### src/rtl/dotbox_pkg.sv
// Shared types and sizing for the dotbox feeder: element geometry, FSM state
// encoding, the packed vector type and the result record.
package dotbox_pkg;

  localparam int N_ELEM = 8;
  localparam int W      = 16;
  localparam int IDX_W  = $clog2(N_ELEM);

  typedef enum logic [1:0] {
    ST_LOAD  = 2'd0,
    ST_START = 2'd1,
    ST_WAIT  = 2'd2,
    ST_HOLD  = 2'd3
  } feeder_state_t;

  typedef logic signed [N_ELEM-1:0][W-1:0] vec_t;

  typedef struct packed {
    logic [31:0] dat32;
    logic [15:0] dat16;
    logic        timeout;
  } result_t;

endpackage

### src/rtl/dotbox_vec_regs.sv
// Indexed X/Y element register file; element idx is overwritten on we and the
// full vectors are presented packed to the dotbox inputs.
module dotbox_vec_regs
  import dotbox_pkg::*;
(
  input  logic             clk,
  input  logic             reset,
  input  logic             we,
  input  logic [IDX_W-1:0] idx,
  input  logic [W-1:0]     x,
  input  logic [W-1:0]     y,
  output vec_t             vec_x,
  output vec_t             vec_y
);

  // NOTE: this storage is reset on purpose so a reset discards any partially
  // loaded vector; that keeps it as plain flops rather than an inferable RAM.
  always_ff @(posedge clk) begin
    if (reset) begin
      vec_x <= '0;
      vec_y <= '0;
    end else if (we) begin
      vec_x[idx] <= x;
      vec_y[idx] <= y;
    end
  end

endmodule

### src/rtl/dotbox_feeder.sv
// Streams N_ELEM X/Y pairs into the dotbox input vectors, pulses start, waits
// (with timeout) for the completion strobe and returns the result on a valid/ready port.
module dotbox_feeder
  import dotbox_pkg::*;
#(
  parameter int unsigned TIMEOUT_CYCLES = 64
) (
  input  logic                clk,
  input  logic                reset,
  input  logic                s_valid,
  output logic                s_ready,
  input  logic [W-1:0]        s_x,
  input  logic [W-1:0]        s_y,
  output logic [N_ELEM*W-1:0] db_x,
  output logic [N_ELEM*W-1:0] db_y,
  output logic                db_start,
  input  logic [31:0]         db_dat,
  input  logic [15:0]         db_dat16,
  input  logic                db_xfc,
  output logic                m_valid,
  input  logic                m_ready,
  output logic [31:0]         m_dat,
  output logic [15:0]         m_dat16,
  output logic                m_timeout,
  output logic                busy
);

  localparam int               TMO_W    = $clog2(TIMEOUT_CYCLES);
  localparam logic [TMO_W-1:0] TMO_LAST = TMO_W'(TIMEOUT_CYCLES - 1);
  localparam logic [IDX_W-1:0] IDX_LAST = IDX_W'(N_ELEM - 1);

  feeder_state_t    state;
  logic [IDX_W-1:0] idx;
  logic [TMO_W-1:0] tmo_cnt;
  result_t          res;
  vec_t             vec_x;
  vec_t             vec_y;
  logic             wr_en;

  assign wr_en = (state == ST_LOAD) && s_valid && s_ready;

  dotbox_vec_regs u_vec_regs (
    .clk   (clk),
    .reset (reset),
    .we    (wr_en),
    .idx   (idx),
    .x     (s_x),
    .y     (s_y),
    .vec_x (vec_x),
    .vec_y (vec_y)
  );

  assign db_x      = vec_x;
  assign db_y      = vec_y;
  assign m_dat     = res.dat32;
  assign m_dat16   = res.dat16;
  assign m_timeout = res.timeout;

  // NOTE: non-blocking assignments throughout, so every branch below sees the
  // pre-edge value of state/idx/tmo_cnt regardless of statement order.
  always_ff @(posedge clk) begin
    if (reset) begin
      state    <= ST_LOAD;
      idx      <= '0;
      tmo_cnt  <= '0;
      db_start <= 1'b0;
      m_valid  <= 1'b0;
      res      <= '0;
      s_ready  <= 1'b1;
      busy     <= 1'b0;
    end else begin
      db_start <= 1'b0;
      unique case (state)
        ST_LOAD: begin
          if (s_valid && s_ready) begin
            if (idx == IDX_LAST) begin
              idx      <= '0;
              state    <= ST_START;
              db_start <= 1'b1;
              s_ready  <= 1'b0;
              busy     <= 1'b1;
            end else begin
              idx <= idx + IDX_W'(1);
            end
          end
        end
        ST_START: begin
          tmo_cnt <= '0;
          state   <= ST_WAIT;
        end
        ST_WAIT: begin
          tmo_cnt <= tmo_cnt + TMO_W'(1);
          // A completion arriving on the timeout cycle still delivers real data.
          if (db_xfc) begin
            res     <= '{dat32: db_dat, dat16: db_dat16, timeout: 1'b0};
            m_valid <= 1'b1;
            state   <= ST_HOLD;
          end else if (tmo_cnt == TMO_LAST) begin
            res     <= '{dat32: 32'd0, dat16: 16'd0, timeout: 1'b1};
            m_valid <= 1'b1;
            state   <= ST_HOLD;
          end
        end
        ST_HOLD: begin
          if (m_ready) begin
            m_valid <= 1'b0;
            s_ready <= 1'b1;
            busy    <= 1'b0;
            state   <= ST_LOAD;
          end
        end
        default: state <= ST_LOAD;
      endcase
    end
  end

endmodule

### config.mk
export PLATFORM = sky130hd
export DESIGN_NAME = dotbox_feeder
export DESIGN_NICKNAME = d
export VERILOG_FILES = /design/src/rtl/dotbox_pkg.sv /design/src/rtl/dotbox_vec_regs.sv /design/src/rtl/dotbox_feeder.sv
export SDC_FILE = /design/constraint.sdc
export NUM_CORES = 1
export LEC_CHECK = 0
export CAP_MARGIN = 0
export CORE_MARGIN = 5
export CORE_UTILIZATION = 43
export DETAILED_ROUTE_END_ITERATION = 6
export PLACE_DENSITY = 0.85
export SLEW_MARGIN = 15
export SYNTH_ARGS = -nofsm -noshare
export SYNTH_HDL_FRONTEND = slang
export SYNTH_HIERARCHICAL = 1
export SYNTH_SLANG_ARGS = --single-unit
### constraint.sdc
create_clock -name clk -period 6.58 [get_ports clk]
set_clock_uncertainty 0.15 [all_clocks]
set_input_delay 1.974 -clock clk [delete_from_list [all_inputs] [get_ports clk]]
set_output_delay 1.974 -clock clk [all_outputs]
set_load 0.05 [all_outputs]
==> qor.yml <==
leakage_nw: 7.58
hold_class: "flop to flop"
grt_pass1_wl_um: 57100
peakVddDrop_mv: 0.228
hold_violations: 0
synth-xor-area-share_pct: 0.210
cts_buffers: 35
rsz0062_at_grt: "false"
htree_num_levels: 2
relSlewSlack_pct: 31.1
clkTransAtPathRegs_ns: 0.06
die_x_um: 181
synth_top_family_by_area: "multiplexers"
cts_setup_buffers: 0
gp_congestion: 0.787
ioPinCount: 394
synth_top_cells_by_area: "dfxtp_1 51%, mux2i_1 21%, nand2b_1 15%, a21oi_1 2.2%, clkbuf_1 2.0%"
ys_ff_latch: 320
grt_pass1_vias: 10000
n_antenna_cell: 0
viasPerCell: 4.94
postCtsHoldBufs: 0
setup_ws_ns: 2.34
clock_latency_ns: 0.49
vias: 9564
synth_compound_area_share_pct: 4.92
yosysTopAreaCellShare_pct: 51.1
final.fill_count: 2317
synth_flop_cell: "dfxtp_1"
core_um2: 28800
max_freq_mhz: 236
start_kind: "input port"
antenna_left: 0
clock_path_buffers: 3
reg2reg_from: "state[0]"
pre_cts_slack_ns: 1.88
dr.pass1.iters: 5
wl_um: 36800
muxShareOfSynthArea_pct: 20.7
cp-startpoint: "s_valid"
finalCriticalPeriod_ns: 4.24
final_net_count: 1619
whs_ns: 0.316
finalSetupTns_ns: 0
arrival_ns: 4.47
cts_resized: 0
crit_path_max_fanout: 32
synth_fp_nets: 1297
yosys.area_share.simple_pct: 17.8
row_count: 62
cp_data_required_time_ns: 6.81
setup_viol: 0
wire_per_inst_um: 19.0
drive_gt1_share_pct: 4.64
grtUsageTotal_pct: 21.5
synth_enable_flop_cells: 0
antenna_found_initial: 0
critPathKind: "input port to flop"
synthAdderAreaFrac_pct: 0.699
die_y_um: 181
synth_area_um2: 12500
worst_setup_path_end_kind: "flop"
outcome: "complete, no violations"
dp_hpwl_um: 25000
cap_violations: 0
grt_max_degree: 132
portBuffers: 393
tightest_slew_ns: 1.03
drt_iter0_drc: 483
hold_start: "m_timeout"
synth_area_per_cell_um2: 10.4
area_growth_pct: 41.4
drc: 0
yosys_warnings: 6
netlist_instances: 1205
yosysTopAreaCell: "dfxtp_1"
post-route-period-util_pct: 64.4
synthArstFlopShare_pct: 0
die_area_um2: 32700
p_per_area_nw_per_um2: 308
synth.distinct_cells: 39
slew_violations: 0
yosysSeqAreaShare_pct: 51.1
start_util_pct: 43.6
grt_overflow: 0
cts.sink_count: 320
cts_root_buf: "clkbuf_16"
cts_tree: "done"
worst paths after layout:
check | to | slack [ns] | cells after the start
worst max-delay path | u_vec_regs/vec_x[22] | 2.34 | 5
worst min register to register | m_timeout | 0.32 | 2
worst min-delay path | m_timeout | 0.32 | 2
worst max register to register | u_vec_regs/vec_x[22] | 3.60 | 6
synth_stat cells, types with 3 or more instances:
| cell | instances |
|---|---|
| buf_6 | 5 |
| mux2i_1 | 259 |
| o21ai_0 | 49 |
| a21oi_1 | 55 |
| buf_4 | 3 |
| nand2b_1 | 293 |
| nand2_1 | 52 |
| nand3_1 | 3 |
| ha_1 | 7 |
| nor2_1 | 7 |
| nand4bb_1 | 3 |
| xor2_1 | 3 |
| buf_2 | 33 |
| dfxtp_1 | 320 |
| nand4b_1 | 3 |
| clkbuf_1 | 67 |
| buf_1 | 11 |
| nand4_1 | 3 |
| inv_1 | 5 |
| a211oi_1 | 3 |
logic make-up after synthesis:
group | Yosys count
AND/OR/NAND/NOR | 375
flip-flops | 320
multiplexers | 259
buffers and inverters | 127
AO/OA/AOI/OAI | 114
adder cells (fa/ha/maj) | 7
XOR/XNOR | 3
power by group:
group	internal [mW]	switching [mW]
clock network	1.18	0.764
registers	2.08	0.0986
logic	0.492	0.850
total	3.75	1.71
metrics by stage:
stage	power, mW	utilization (%)	instance area, um2	std cells
floorplan	3.11	-	12500	1205
global placement	3.53	57.5	16600	1873
detailed placement	3.56	57.5	16600	1873
CTS	5.50	61.5	17700	1934
global route	5.66	61.6	17700	1935
finish	5.46	61.6	17700	1935
cell usage in the layout, fill, tap and decap left out, types with 3 or more instances in the layout:
| master | synthesis | routed |
|---|---|---|
| nand4_1 | 3 | 3 |
| nor2_1 | 7 | 7 |
| nand2_1 | 52 | 52 |
| a211oi_1 | 3 | 3 |
| a21oi_1 | 55 | 55 |
| clkbuf_1 | 67 | 12 |
| o21ai_0 | 49 | 49 |
| nand4bb_4 | 0 | 3 |
| xor2_1 | 3 | 3 |
| mux2i_1 | 259 | 259 |
| clkbuf_8 | 0 | 6 |
| clkbuf_16 | 0 | 37 |
| ha_1 | 7 | 7 |
| inv_1 | 5 | 5 |
| nand2b_1 | 293 | 293 |
| clkdlybuf4s50_1 | 0 | 392 |
| dfxtp_1 | 320 | 320 |
| clkinv_2 | 0 | 3 |
| nand3_1 | 3 | 3 |
| nand4b_1 | 3 | 3 |
| buf_4 | 3 | 11 |
critical path: stages:
cell and delay, ns:
clkdlybuf4s50_1 0.48, nand3_1 0.26, inv_1 0.43, nand4bb_4 0.82, mux2i_1 0.48
sequential cells by signal, summed over array words and instances, names as in the netlist:
name              count
busy                  1
idx                   3
m_timeout             1
s_ready               1
db_start              1
u_vec_regs/vec_x    128
state                 2
m_dat16              16
m_dat                32
m_valid               1
tmo_cnt               6
u_vec_regs/vec_y    128
cell type report:
cell class,instances,area (um2),share of cell area [%]
Multi-Input combinational cell,758,5610,31.7
Clock buffer,55,1050,5.94
Sequential cell,320,6410,36.1
Clock inverter,6,83.8,0.473
Timing Repair Buffer,406,4070,22.9
Tap cell,384,480,2.71
Inverter,6,22.5,0.127
layer usage:
layer | vias up | global-route usage [%] | wire length [um] | part of all wire (%)
li1 | 4611 | - | - | -
met2 | 318 | 37.3 | 18000 | 49
met5 | - | 0 | 0 | 0
met1 | 4556 | 25.4 | 14800 | 40
met3 | 79 | 6.33 | 2780 | 7.6
met4 | 0 | 7.29 | 1260 | 3.4
Note: power is estimated with default switching activity, not from simulation.
==> variant 1: new RTL, same settings <==
Reset style: asynchronous (`reset`), changed in 2 clocked blocks.
--- a/src/rtl/dotbox_vec_regs.sv
+++ b/src/rtl/dotbox_vec_regs.sv
@@ -16,5 +16,5 @@
   // NOTE: this storage is reset on purpose so a reset discards any partially
   // loaded vector; that keeps it as plain flops rather than an inferable RAM.
-  always_ff @(posedge clk) begin
+  always_ff @(posedge clk or posedge reset) begin
     if (reset) begin
       vec_x <= '0;
--- a/src/rtl/dotbox_feeder.sv
+++ b/src/rtl/dotbox_feeder.sv
@@ -59,5 +59,5 @@
   // NOTE: non-blocking assignments throughout, so every branch below sees the
   // pre-edge value of state/idx/tmo_cnt regardless of statement order.
-  always_ff @(posedge clk) begin
+  always_ff @(posedge clk or posedge reset) begin
     if (reset) begin
       state    <= ST_LOAD;
Behaviour: differs if reset is asserted again (counterexample within 4 cycles, from zero or initial values and one cycle with reset high); with reset held inactive, the same outputs for 4 cycles.
==> variant 1 against the unedited design <==
Count of clock-buffer cells in the layout decreased by 6; worst setup slack got worse by 0.13 ns; non-clock buffer count unchanged; wire length decreased by 2.9%; area after synthesis increased by 0.98%; worst hold slack improved by 0.023 ns; sequential cell count unchanged; final area increased by 1.5%; critical path type unchanged; largest cell class unchanged.
Power is not compared: it rests on default switching activity, and its combinational part moved more than twofold at a synthesized area within 25%.
==> variant 1: results (changes against the unedited design) <==
The run finished with clean final reports. The number of ordinary inverters in the final layout came out at 11 (+5). The worst register-to-register path begins at state[0]$_DFFE_PP0P_. The final period utilization came out at 66.46% (+2.0 points). The worst-path maximum fanout is 20 (-38%). By count the netlist is led by dfrtp_1, mux2_2, nor2b_1. The area of the mapped netlist is 12660 um^2 (+0.98%). The fraction of synthesis flops using an asynchronous set or reset pin is 100.0% (+100 points). Sorting the synthesized cells by area gives the leading types as dfrtp_1, mux2_2, a221o_1. The number of clock-tree buffers in the layout is 49 (-11%). The area share of the largest cell type after synthesis came out at 63.07% (+12 points). The half-perimeter wire length of the detailed placement result came out at 25400 um (+1.5%).

The wire length of the first global-routing pass came out at 55520 um (-2.8%). The number of violations reported at the end of detailed-routing iteration 0 came out at 533 (+10%). The final weighted congestion of routability-driven global placement came out at 0.7623 (-3.1%). The count of filler cells inserted in the layout was 2130 (-8.1%).

The number of distinct library cell variants in the gate-level netlist after synthesis is 48 (+23%). The sequential element share of the synthesized area is 63.28% (+12 points). The cell count after synthesis is 803 (-33%). The met2 capacity usage during global routing came out at 36.73% (-0.54 points). The setup slack on the worst flop-to-flop path was 3.40 ns (-0.20 ns).

The filler-free cell count of the finished design came out at 1601 (-17%). The mux cell area share after synthesis came to 23.11% (+2.4 points). The largest net degree at the start of global routing was 102 (-23%). The arrival time at the worst endpoint came out at 4.60 ns (+0.13 ns).

The final design utilization came out at 62.35% (+0.76 points). The number of buffers created by CTS came out at 34 (-2.9%). The post-placement setup slack came to 1.634 ns (-0.2481 ns). The average via count per standard cell is 5.266 (+6.5%). The global-route met1 utilization is 25.92% (+0.48 points).
==> variant 1: worst paths after layout <==
check | end | cells past startpoint
max | u_vec_regs/vec_y[12]$_DFFE_PP0P_ | 6
min reg2reg | u_vec_regs/vec_x[16]$_DFFE_PP0P_ | 1
min | u_vec_regs/vec_x[16]$_DFFE_PP0P_ | 1
max in group asynchronous | u_vec_regs/vec_x[54]$_DFFE_PP0P_ | 3
max reg2reg | u_vec_regs/vec_y[12]$_DFFE_PP0P_ | 7
min in group asynchronous | u_vec_regs/vec_y[69]$_DFFE_PP0P_ | 2
==> variant 1: power by group <==
| group | internal [mW] | switching [mW] | leakage, nW |
|---|---|---|---|
| logic | 0.0520 | 0.0785 | 3.55 |
| clock network | 1.11 | 0.761 | 0.548 |
| registers | 1.97 | 0.000262 | 4.46 |
==> variant 1: critical path: stages <==
cell and delay (ns):
clkdlybuf4s50_1 0.53, nand3_1 0.25, inv_1 0.27, nor4b_4 0.93, buf_12 0.27, mux2_2 0.35
==> variant 2: new RTL, same settings <==
Without the edit above. `W`: 16 -> 32.
--- a/src/rtl/dotbox_pkg.sv
+++ b/src/rtl/dotbox_pkg.sv
@@ -4,5 +4,5 @@
 
   localparam int N_ELEM = 8;
-  localparam int W      = 16;
+  localparam int W      = 32;
   localparam int IDX_W  = $clog2(N_ELEM);
 
Ports: changed (resized db_x, db_y, s_x and s_y); port bits go from 394 to 682. No check against the original RTL was run, so the function may have changed too.
==> variant 2 against the unedited design <==
Maximum frequency is 5.4% lower; final area grew 77%; worst setup slack got worse by 0.24 ns; cell count increased by 75%; sequential cell count grew 256; area after synthesis rose by 79%; power is 78% higher; wire length increased by 99%; highest routed layer is now met5.
==> variant 2: results (changes against the unedited design) <==
The run finished with clean final reports. The cell count after synthesis was 2097 (+74%). The arrival time at the worst endpoint came to 4.79 ns (+0.32 ns). The post-placement setup slack came out at 1.496 ns (-0.3859 ns). The power dissipated by switching net loads came out at 3.178 mW (+86%). The largest net degree at the start of global routing is 174 (+32%). The worst-margin pin slew is 0.9495 ns (-0.08386 ns). The cell area after placement is 29450 um^2 (+78%).

The via count of the first global-routing pass is 17550 (+75%). The count of filler cells inserted in the layout came out at 4078 (+76%). The wire length of the first global-routing pass was 107700 um (+89%). The largest voltage drop on the vdd net is 263.1 uV (+15%).

The number of vias after detailed routing is 17030 (+78%). The worst flop-to-flop path endpoint is u_vec_regs/vec_y[146]$_SDFFE_PP0P_. The post-CTS repair timing setup buffer count is 0 (unchanged). The final layout net count came out at 2775 (+71%). The worst hold slack came out at 0.3129 ns (-0.002714 ns). The final design utilization is 61.00% (-0.59 points). The fraction of layout instances using a drive strength above 1 came out at 5.080% (+0.44 points). In the post-synthesis netlist, the biggest area contributors are dfxtp_1, mux2i_1, nand2b_1.

The clock insertion delay at the later pin of the skew report came out at 0.62 ns (+0.13 ns). The static leakage power is 13.80 nW (+82%). The iteration count of the initial detailed-routing pass is 4 (-1). The clock group power came to 3.33 mW (+72%).

The path depth of the worst reg2reg path came out at 7 (+1). The average routed wire per standard cell came out at 21.70 um (+14%). The number of buffers created by CTS is 57 (+63%). The half-perimeter wire length of the detailed placement result came out at 52000 um (+110%). The count of input and output buffers is 681 (+73%). The number of antenna violations at the first check in global routing was 2 (+2). The post-synth net total was 2221 (+71%).

The total routing resource utilization after global routing came to 24.14% (+2.7 points). The setup slack on the worst flop-to-flop path came to 3.23 ns (-0.37 ns). The final period utilization is 68.06% (+3.6 points). The worst-path maximum fanout came out at 42 (+31%). The final weighted congestion of routability-driven global placement was 0.8869 (+13%). The clock power share came out at 34.2% (-1.3 points). The sequential element share of the synthesized area was 51.39% (+0.29 points).
variant 2: cell types whose count changed after synthesis, sizes merged:
cell / delta
nand2b: +288
buf: +28
mux2i: +256
dfxtp: +256
clkbuf: +64
variant 2: per-layer routing:
metal	GRT usage [%]	share of wire, %	vias to the layer above
met3	6.704	7.1	172
met1	27.45	38	8267
li1	-	-	7984
met5	0	0.0096	-
met2	42.08	50	602
met4	11.30	5.1	2
variant 2: cells by family after synthesis:
group,count (synthesis),share of synthesized area (%)
AND/OR/NAND/NOR,663,18.06
buffers and inverters,219,4.311
XOR/XNOR,3,0.1171
AO/OA/AOI/OAI,114,2.749
multiplexers,515,22.98
flip-flops,576,51.39
adder cells (fa/ha/maj),7,0.3903
variant 2: critical path, cell delays in order:
cell,delay (ns)
clkdlybuf4s50_1,0.48
nand3_1,0.30
inv_1,0.46
nand4bb_4,0.64
buf_4,0.63
mux2i_1,0.22
variant 2: how the worst max path moves through the flow:
stage,end,depth (start not counted),from
after floorplan,u_vec_regs/vec_y[18]$_SDFFE_PP0P_,7,s_valid
final,u_vec_regs/vec_y[146]$_SDFFE_PP0P_,6,s_valid
after CTS,u_vec_regs/vec_x[150]$_SDFFE_PP0P_,6,s_valid
after global placement,u_vec_regs/vec_x[158]$_SDFFE_PP0P_,6,s_valid
after global routing,u_vec_regs/vec_y[132]$_SDFFE_PP0P_,6,s_valid
after detailed placement,u_vec_regs/vec_x[150]$_SDFFE_PP0P_,6,s_valid
variant 2: area by class of cell:
| class | count | share of cell area, % |
|---|---|---|
| multi-input cells | 1302 | 31.79 |
| flip-flops and latches | 576 | 36.70 |
| diodes | 1 | 0.007965 |
| well taps | 680 | 2.708 |
| clock buffers | 80 | 5.392 |
| clock inverters | 25 | 0.7925 |
| inverters | 6 | 0.07168 |
| repair buffers | 708 | 22.54 |
